`src/rtl/bp_pkg.sv`:
```
// Types and widths shared between the gshare predictor and the branch resolve queue.
package bp_pkg;

   localparam int PC_W   = 7;
   localparam int HIST_W = 7;

   typedef struct packed {
      logic [PC_W-1:0]   pc;
      logic [HIST_W-1:0] history;
      logic              pred_taken;
   } brq_entry_t;

   typedef enum logic {
      RUN     = 1'b0,
      RECOVER = 1'b1
   } brq_state_t;

   function automatic logic [15:0] sat_inc16(input logic [15:0] v);
      return (v == 16'hFFFF) ? v : v + 16'd1;
   endfunction

endpackage

```
`src/rtl/branch_resolve_queue_if.sv`:
```
// Bundle of the allocate/resolve/train traffic between the predictor pipeline and the resolve queue.
// Handshake: an allocation transfers on a rising edge where alloc_valid && alloc_ready; resolve_valid has no ready.
interface branch_resolve_queue_if #(
   parameter int PC_W   = bp_pkg::PC_W,
   parameter int HIST_W = bp_pkg::HIST_W,
   parameter int DEPTH  = 4
) ();
   localparam int CNT_W = $clog2(DEPTH + 1);

   logic              alloc_valid;
   logic              alloc_ready;
   logic [PC_W-1:0]   alloc_pc;
   logic [HIST_W-1:0] alloc_history;
   logic              alloc_pred_taken;
   logic              resolve_valid;
   logic              resolve_taken;
   logic              train_valid;
   logic [PC_W-1:0]   train_pc;
   logic [HIST_W-1:0] train_history;
   logic              train_taken;
   logic              train_mispredicted;
   logic              flush;
   logic              resolve_err;
   logic [CNT_W-1:0]  count;
   logic [15:0]       stat_resolved;
   logic [15:0]       stat_mispred;

   modport master (
      output alloc_valid, alloc_pc, alloc_history, alloc_pred_taken, resolve_valid, resolve_taken,
      input  alloc_ready, train_valid, train_pc, train_history, train_taken, train_mispredicted,
             flush, resolve_err, count, stat_resolved, stat_mispred
   );

   modport slave (
      input  alloc_valid, alloc_pc, alloc_history, alloc_pred_taken, resolve_valid, resolve_taken,
      output alloc_ready, train_valid, train_pc, train_history, train_taken, train_mispredicted,
             flush, resolve_err, count, stat_resolved, stat_mispred
   );
endinterface

```
`src/rtl/brq_entry_fifo.sv`:
```
// Circular storage of in-flight branch entries with occupancy tracking and a synchronous clear.
module brq_entry_fifo
   import bp_pkg::*;
#(
   parameter int DEPTH = 4
) (
   input  logic                       clk,
   input  logic                       rst_n,
   input  logic                       clr_i,
   input  logic                       push_i,
   input  logic                       pop_i,
   input  brq_entry_t                 wdata_i,
   output brq_entry_t                 rdata_o,
   output logic [$clog2(DEPTH+1)-1:0] count_o,
   output logic                       full_o,
   output logic                       empty_o
);
   localparam int PTR_W = $clog2(DEPTH);
   localparam int CNT_W = $clog2(DEPTH + 1);

   brq_entry_t       mem_q [DEPTH];
   logic [PTR_W-1:0] wr_ptr_q, wr_ptr_d, rd_ptr_q, rd_ptr_d;
   logic [CNT_W-1:0] count_q, count_d;
   logic             push_ok, pop_ok;

   assign full_o  = (count_q == CNT_W'(DEPTH));
   assign empty_o = (count_q == '0);
   assign push_ok = push_i && !full_o;
   assign pop_ok  = pop_i && !empty_o;
   assign rdata_o = mem_q[rd_ptr_q];
   assign count_o = count_q;

   // Clear wins over any same-cycle push or pop.
   always_comb begin
      wr_ptr_d = wr_ptr_q;
      rd_ptr_d = rd_ptr_q;
      count_d  = count_q;
      if (clr_i) begin
         wr_ptr_d = '0;
         rd_ptr_d = '0;
         count_d  = '0;
      end else begin
         if (push_ok) wr_ptr_d = wr_ptr_q + PTR_W'(1);
         if (pop_ok)  rd_ptr_d = rd_ptr_q + PTR_W'(1);
         case ({push_ok, pop_ok})
            2'b10:   count_d = count_q + CNT_W'(1);
            2'b01:   count_d = count_q - CNT_W'(1);
            default: count_d = count_q;
         endcase
      end
   end

   always_ff @(posedge clk or negedge rst_n) begin
      if (!rst_n) begin
         wr_ptr_q <= '0;
         rd_ptr_q <= '0;
         count_q  <= '0;
      end else begin
         wr_ptr_q <= wr_ptr_d;
         rd_ptr_q <= rd_ptr_d;
         count_q  <= count_d;
      end
   end

   always_ff @(posedge clk) begin
      if (push_ok && !clr_i) mem_q[wr_ptr_q] <= wdata_i;
   end

endmodule

```
`src/rtl/branch_resolve_queue.sv`:
```
// In-order queue of predicted branches; trains the predictor on resolve and flushes on mispredict.
// Optional BRQ_STATS_EN builds saturating resolved/mispredict counters; otherwise they read zero.
module branch_resolve_queue
   import bp_pkg::*;
#(
   parameter int DEPTH = 4
) (
   input  logic                         clk,
   input  logic                         rst_n,
   branch_resolve_queue_if.slave        bus,
   output brq_state_t                   state_o
);
   brq_state_t  state_q, state_d;
   brq_entry_t  head, wentry;
   logic        full, empty, pop, push, mispred, err;

   logic              train_valid_q, train_taken_q, train_mis_q, flush_q, err_q;
   logic [PC_W-1:0]   train_pc_q;
   logic [HIST_W-1:0] train_hist_q;

   assign bus.alloc_ready = (state_q == RUN) && !full;
   assign push    = bus.alloc_valid && bus.alloc_ready;
   assign pop     = bus.resolve_valid && !empty && (state_q == RUN);
   assign err     = bus.resolve_valid && empty && (state_q == RUN);
   assign mispred = pop && (head.pred_taken ^ bus.resolve_taken);
   assign wentry  = '{pc: bus.alloc_pc, history: bus.alloc_history, pred_taken: bus.alloc_pred_taken};

   brq_entry_fifo #(.DEPTH(DEPTH)) u_fifo (
      .clk     (clk),
      .rst_n   (rst_n),
      .clr_i   (mispred),
      .push_i  (push),
      .pop_i   (pop),
      .wdata_i (wentry),
      .rdata_o (head),
      .count_o (bus.count),
      .full_o  (full),
      .empty_o (empty)
   );

   always_comb begin
      state_d = state_q;
      case (state_q)
         RUN:     if (mispred) state_d = RECOVER;
         RECOVER: state_d = RUN;
         default: state_d = RUN;
      endcase
   end

   always_ff @(posedge clk or negedge rst_n) begin
      if (!rst_n) begin
         state_q       <= RUN;
         train_valid_q <= 1'b0;
         train_pc_q    <= '0;
         train_hist_q  <= '0;
         train_taken_q <= 1'b0;
         train_mis_q   <= 1'b0;
         flush_q       <= 1'b0;
         err_q         <= 1'b0;
      end else begin
         state_q       <= state_d;
         train_valid_q <= pop;
         flush_q       <= mispred;
         err_q         <= err;
         if (pop) begin
            train_pc_q    <= head.pc;
            train_hist_q  <= head.history;
            train_taken_q <= bus.resolve_taken;
            train_mis_q   <= mispred;
         end
      end
   end

`ifdef BRQ_STATS_EN
   logic [15:0] stat_res_q, stat_mis_q;

   always_ff @(posedge clk or negedge rst_n) begin
      if (!rst_n) begin
         stat_res_q <= '0;
         stat_mis_q <= '0;
      end else begin
         if (pop)     stat_res_q <= sat_inc16(stat_res_q);
         if (mispred) stat_mis_q <= sat_inc16(stat_mis_q);
      end
   end

   assign bus.stat_resolved = stat_res_q;
   assign bus.stat_mispred  = stat_mis_q;
`else
   assign bus.stat_resolved = 16'h0000;
   assign bus.stat_mispred  = 16'h0000;
`endif

   assign bus.train_valid        = train_valid_q;
   assign bus.train_pc           = train_pc_q;
   assign bus.train_history      = train_hist_q;
   assign bus.train_taken        = train_taken_q;
   assign bus.train_mispredicted = train_mis_q;
   assign bus.flush              = flush_q;
   assign bus.resolve_err        = err_q;
   assign state_o                = state_q;

endmodule

```
`src/flat_wrapper.sv`:
```
// flat-port wrapper written by rule: the top's interface ports become plain ports
module branch_resolve_queue_flat import bp_pkg::*;
#(
   parameter int DEPTH = 4
)
  (clk, rst_n, state_o, bus_alloc_valid, bus_alloc_pc, bus_alloc_history, bus_alloc_pred_taken, bus_resolve_valid, bus_resolve_taken, bus_alloc_ready, bus_train_valid, bus_train_pc, bus_train_history, bus_train_taken, bus_train_mispredicted, bus_flush, bus_resolve_err, bus_count, bus_stat_resolved, bus_stat_mispred);
  branch_resolve_queue_if #(.PC_W(7), .HIST_W(7), .DEPTH(DEPTH)) bus_i ();
  input  logic clk;
  input  logic rst_n;
  output brq_state_t state_o;
  input wire logic [$bits(bus_i.alloc_valid)-1:0] bus_alloc_valid;
  input wire logic [$bits(bus_i.alloc_pc)-1:0] bus_alloc_pc;
  input wire logic [$bits(bus_i.alloc_history)-1:0] bus_alloc_history;
  input wire logic [$bits(bus_i.alloc_pred_taken)-1:0] bus_alloc_pred_taken;
  input wire logic [$bits(bus_i.resolve_valid)-1:0] bus_resolve_valid;
  input wire logic [$bits(bus_i.resolve_taken)-1:0] bus_resolve_taken;
  output wire logic [$bits(bus_i.alloc_ready)-1:0] bus_alloc_ready;
  output wire logic [$bits(bus_i.train_valid)-1:0] bus_train_valid;
  output wire logic [$bits(bus_i.train_pc)-1:0] bus_train_pc;
  output wire logic [$bits(bus_i.train_history)-1:0] bus_train_history;
  output wire logic [$bits(bus_i.train_taken)-1:0] bus_train_taken;
  output wire logic [$bits(bus_i.train_mispredicted)-1:0] bus_train_mispredicted;
  output wire logic [$bits(bus_i.flush)-1:0] bus_flush;
  output wire logic [$bits(bus_i.resolve_err)-1:0] bus_resolve_err;
  output wire logic [$bits(bus_i.count)-1:0] bus_count;
  output wire logic [$bits(bus_i.stat_resolved)-1:0] bus_stat_resolved;
  output wire logic [$bits(bus_i.stat_mispred)-1:0] bus_stat_mispred;
  assign bus_i.alloc_valid = bus_alloc_valid;
  assign bus_i.alloc_pc = bus_alloc_pc;
  assign bus_i.alloc_history = bus_alloc_history;
  assign bus_i.alloc_pred_taken = bus_alloc_pred_taken;
  assign bus_i.resolve_valid = bus_resolve_valid;
  assign bus_i.resolve_taken = bus_resolve_taken;
  assign bus_alloc_ready = bus_i.alloc_ready;
  assign bus_train_valid = bus_i.train_valid;
  assign bus_train_pc = bus_i.train_pc;
  assign bus_train_history = bus_i.train_history;
  assign bus_train_taken = bus_i.train_taken;
  assign bus_train_mispredicted = bus_i.train_mispredicted;
  assign bus_flush = bus_i.flush;
  assign bus_resolve_err = bus_i.resolve_err;
  assign bus_count = bus_i.count;
  assign bus_stat_resolved = bus_i.stat_resolved;
  assign bus_stat_mispred = bus_i.stat_mispred;
  branch_resolve_queue #(.DEPTH(DEPTH)) u_core (.clk(clk), .rst_n(rst_n), .bus(bus_i), .state_o(state_o));
endmodule
```
`config.mk`:
```
export PLATFORM = sky130hd
export DESIGN_NAME = branch_resolve_queue_flat
export DESIGN_NICKNAME = d
export VERILOG_FILES = /design/src/rtl/bp_pkg.sv /design/src/rtl/branch_resolve_queue_if.sv /design/src/rtl/brq_entry_fifo.sv /design/src/rtl/branch_resolve_queue.sv /design/src/flat_wrapper.sv
export SDC_FILE = /design/constraint.sdc
export NUM_CORES = 1
export LEC_CHECK = 0
export CORE_ASPECT_RATIO = 0.5
export CORE_MARGIN = 2
export CORE_UTILIZATION = 40
export CTS_CLUSTER_DIAMETER = 150
export DETAILED_ROUTE_END_ITERATION = 6
export PLACE_DENSITY_LB_ADDON = 0.08
export SYNTH_ARGS = -nofsm -noshare
export SYNTH_HDL_FRONTEND = slang
export SYNTH_SLANG_ARGS = --single-unit
```
`constraint.sdc`:
```
create_clock -name clk -period 4.65 [get_ports clk]
set_input_delay 0.6975 -clock clk [delete_from_list [all_inputs] [get_ports clk]]
set_output_delay 0.6975 -clock clk [all_outputs]
set_load 0.005 [all_outputs]
```
==> impl_metrics.ini <==
[critical_path]
crit_fanout = 18
cp_num_buf_inv = 0
crit_family = flip-flops
required_ns = 4.60
cp-end-kind = flop
crit_chain = mux2i_1 -> mux2_2 -> a31oi_2
max_stage_delay_ns = 0.96
worstSetupPathType = reg -> reg
startpoint_type = flop
crit_slowest_cell = dfrtp_1
crit_arrival_ns = 2.92

[sta]
rsz0062_at_grt = false
hold_viol = 0
post-route-period-util_pct = 63.9
setup_violations = 0
finalClockSkew_ns = 0.00663
fin_tns_setup_ns = 0
slew_headroom_pct = 24.5
fmax_ghz = 0.337
slew_violations = 0
final.min_clock_period_ns = 2.97
tightest_slew_ns = 1.13

[final_layout]
final_common_cell = edfxtp_1
drive_above_1_share_pct = 20.8
fillers = 749
nNetsFinal = 290
syn_to_final_growth_pct = 18.9
final_cell_mix = edfxtp_1, clkdlybuf4s50_1, conb_1
final_util_pct = 50.3
num_antenna_cells = 0

[placed_design]
place_hpwl_mm = 4.15
io_buffers = 43
gp_congestion = 0.698

[grt]
grt_pass1_vias = 1891
track_usage_pct = 14.2
antenna_found_initial = 0
grt_pass1_wl_mm = 10.7
grt_start_max_net_pins = 29
overflow = 0

[drt]
vias = 1918
antenna_left = 0
drc = 0
viasPerCell = 4.97
drtIter0Drc = 89
wl_mm = 6.67
first_pass_iters = 4
wl_per_cell_um = 17.3

[synth]
yosysWarningCount = 0
syn_area_um2 = 3770
post_synth.cell_area_avg_um2 = 17.3
synthArstFlopShare_pct = 31.0
seq_area_frac_synth_pct = 65.7
ys_types = 38
synth-edff-count = 60
syn_inst = 218
ys_ff_latch = 87
ys.flop_type = edfxtp_1

[clock_tree]
cts_setup_buffers = 0
path_clk_slew_ns = 0.06
cts.sinks = 87
ctsHoldBuffers = 0
htree_levels = 3
insertion_delay_ns = 0.34
clk_path_buf_depth = 2
cts_tree = built
numCtsBuffers = 9
cts_resized = 0
cts_root_buffer = clkbuf_16

[die]
design.die.area_um2 = 10300
core_um2 = 8920
dieHeight_um = 72.6
io_pins = 76
die_w_um = 141
initial_core_util_pct = 42.3
row_count = 24

[worst_hold_path]
min_path_type = reg -> reg

[power]
max-vdd-ir-drop_v = 0.000254
power.density_nw_per_um2 = 620
leakage_nw = 1.65

[status]
status = finished clean

[flow_run]
cap_viol_max_count = 0
-- logic make-up after synthesis --
group | share of synthesized area, %
flip-flops | 65.7
buffers and inverters | 8.70
multiplexers | 14.8
AND/OR/NAND/NOR | 4.45
AO/OA/AOI/OAI | 3.32
adder cells (fa/ha/maj) | 2.19
XOR/XNOR | 0.697
other | 0.0995
-- routing by layer --
layer  track usage, %  vias to the layer above  part of all wire, %
li1                 -                      859                    -
met1             20.3                      974                   48
met2             20.9                       76                   45
met3             4.72                        9                  5.9
met4             4.67                        0                  1.2
met5                0                        -                    0
-- registers in the layout, summed over array words and instances, names as in the netlist, 2 cells and up --
signal	count
u_core.bus.train_history	7
u_core.bus.train_pc	7
u_core.u_fifo.count_o	3
u_core.u_fifo.mem_q	60
u_core.u_fifo.rd_ptr_q	2
u_core.u_fifo.wr_ptr_q	2
-- stage by stage --
stage                     hold WS [ns]  total power [W]  instances  setup slack (ns)  area (um2)
after detailed placement         0.496          0.00213        370              1.51        4200
final                            0.508          0.00278        386              1.68        4480
after floorplan                  0.402          0.00178        249              2.11        3880
after global placement           0.490          0.00212        370              1.58        4200
after global routing             0.536          0.00295        386              1.45        4480
after CTS                        0.512          0.00282        386              1.59        4480
-- Yosys cell counts (2+ instances only) --
cell / count / area share (%)
o31ai_1: 2 / 0.40
a32oi_1: 3 / 0.70
mux2_2: 10 / 3.0
nand2_1: 2 / 0.20
dfrtp_1: 27 / 18
inv_1: 4 / 0.40
o21ai_0: 3 / 0.40
a31oi_1: 7 / 1.2
buf_4: 33 / 6.6
mux2i_1: 4 / 1.1
mux2_4: 6 / 2.4
edfxtp_1: 60 / 48
mux4_2: 14 / 8.4
nand2b_1: 2 / 0.33
nand4b_1: 5 / 1.2
buf_2: 6 / 0.80
ha_1: 5 / 1.7
and3_1: 2 / 0.33
nor2_1: 3 / 0.30
xnor2_1: 2 / 0.46
-- report_power, final --
| group | internal, W | switching (W) | leakage (nW) | total (W) |
|---|---|---|---|---|
| registers | 0.00105 | 0.000171 | 0.875 | 0.00122 |
| logic | 0.000530 | 0.000353 | 0.635 | 0.000882 |
| clock network | 0.000379 | 0.000300 | 0.137 | 0.000679 |
-- worst reg2reg max path, stage by stage, from the launching register on --
cell and delay (ns):
dfrtp_1 0.96, mux2i_1 0.29, mux2_2 0.48, a31oi_2 0.85
-- worst paths after layout --
path	endpoint	startpoint	cells past startpoint	slack (ns)
worst max-delay path	u_core.u_fifo.mem_q[1][9]	u_core.u_fifo.rd_ptr_q[1]	3	1.68
worst min-delay path	u_core.bus.train_history[6]	u_core.bus.train_history[6]	1	0.51
worst max register to register	u_core.u_fifo.mem_q[1][9]	u_core.u_fifo.rd_ptr_q[1]	3	1.68
worst min register to register	u_core.bus.train_history[6]	u_core.bus.train_history[6]	1	0.51
max in group asynchronous	u_core.bus.train_pc[6]	rst_n	2	3.61
min in group asynchronous	u_core.u_fifo.count_o[0]	rst_n	2	0.75
-- final cells by class --
cell class              instances  area, um2  share of cell area [%]
multi-input cells             116       1100                    24.7
repair buffers                 45        445                    9.94
clock buffers                  10        239                    5.33
clock inverters                 6       42.5                   0.949
inverters                       5       26.3                   0.586
flip-flops and latches         87       2480                    55.3
well taps                     117        146                    3.27
Note: power is estimated with default switching activity, not from simulation.
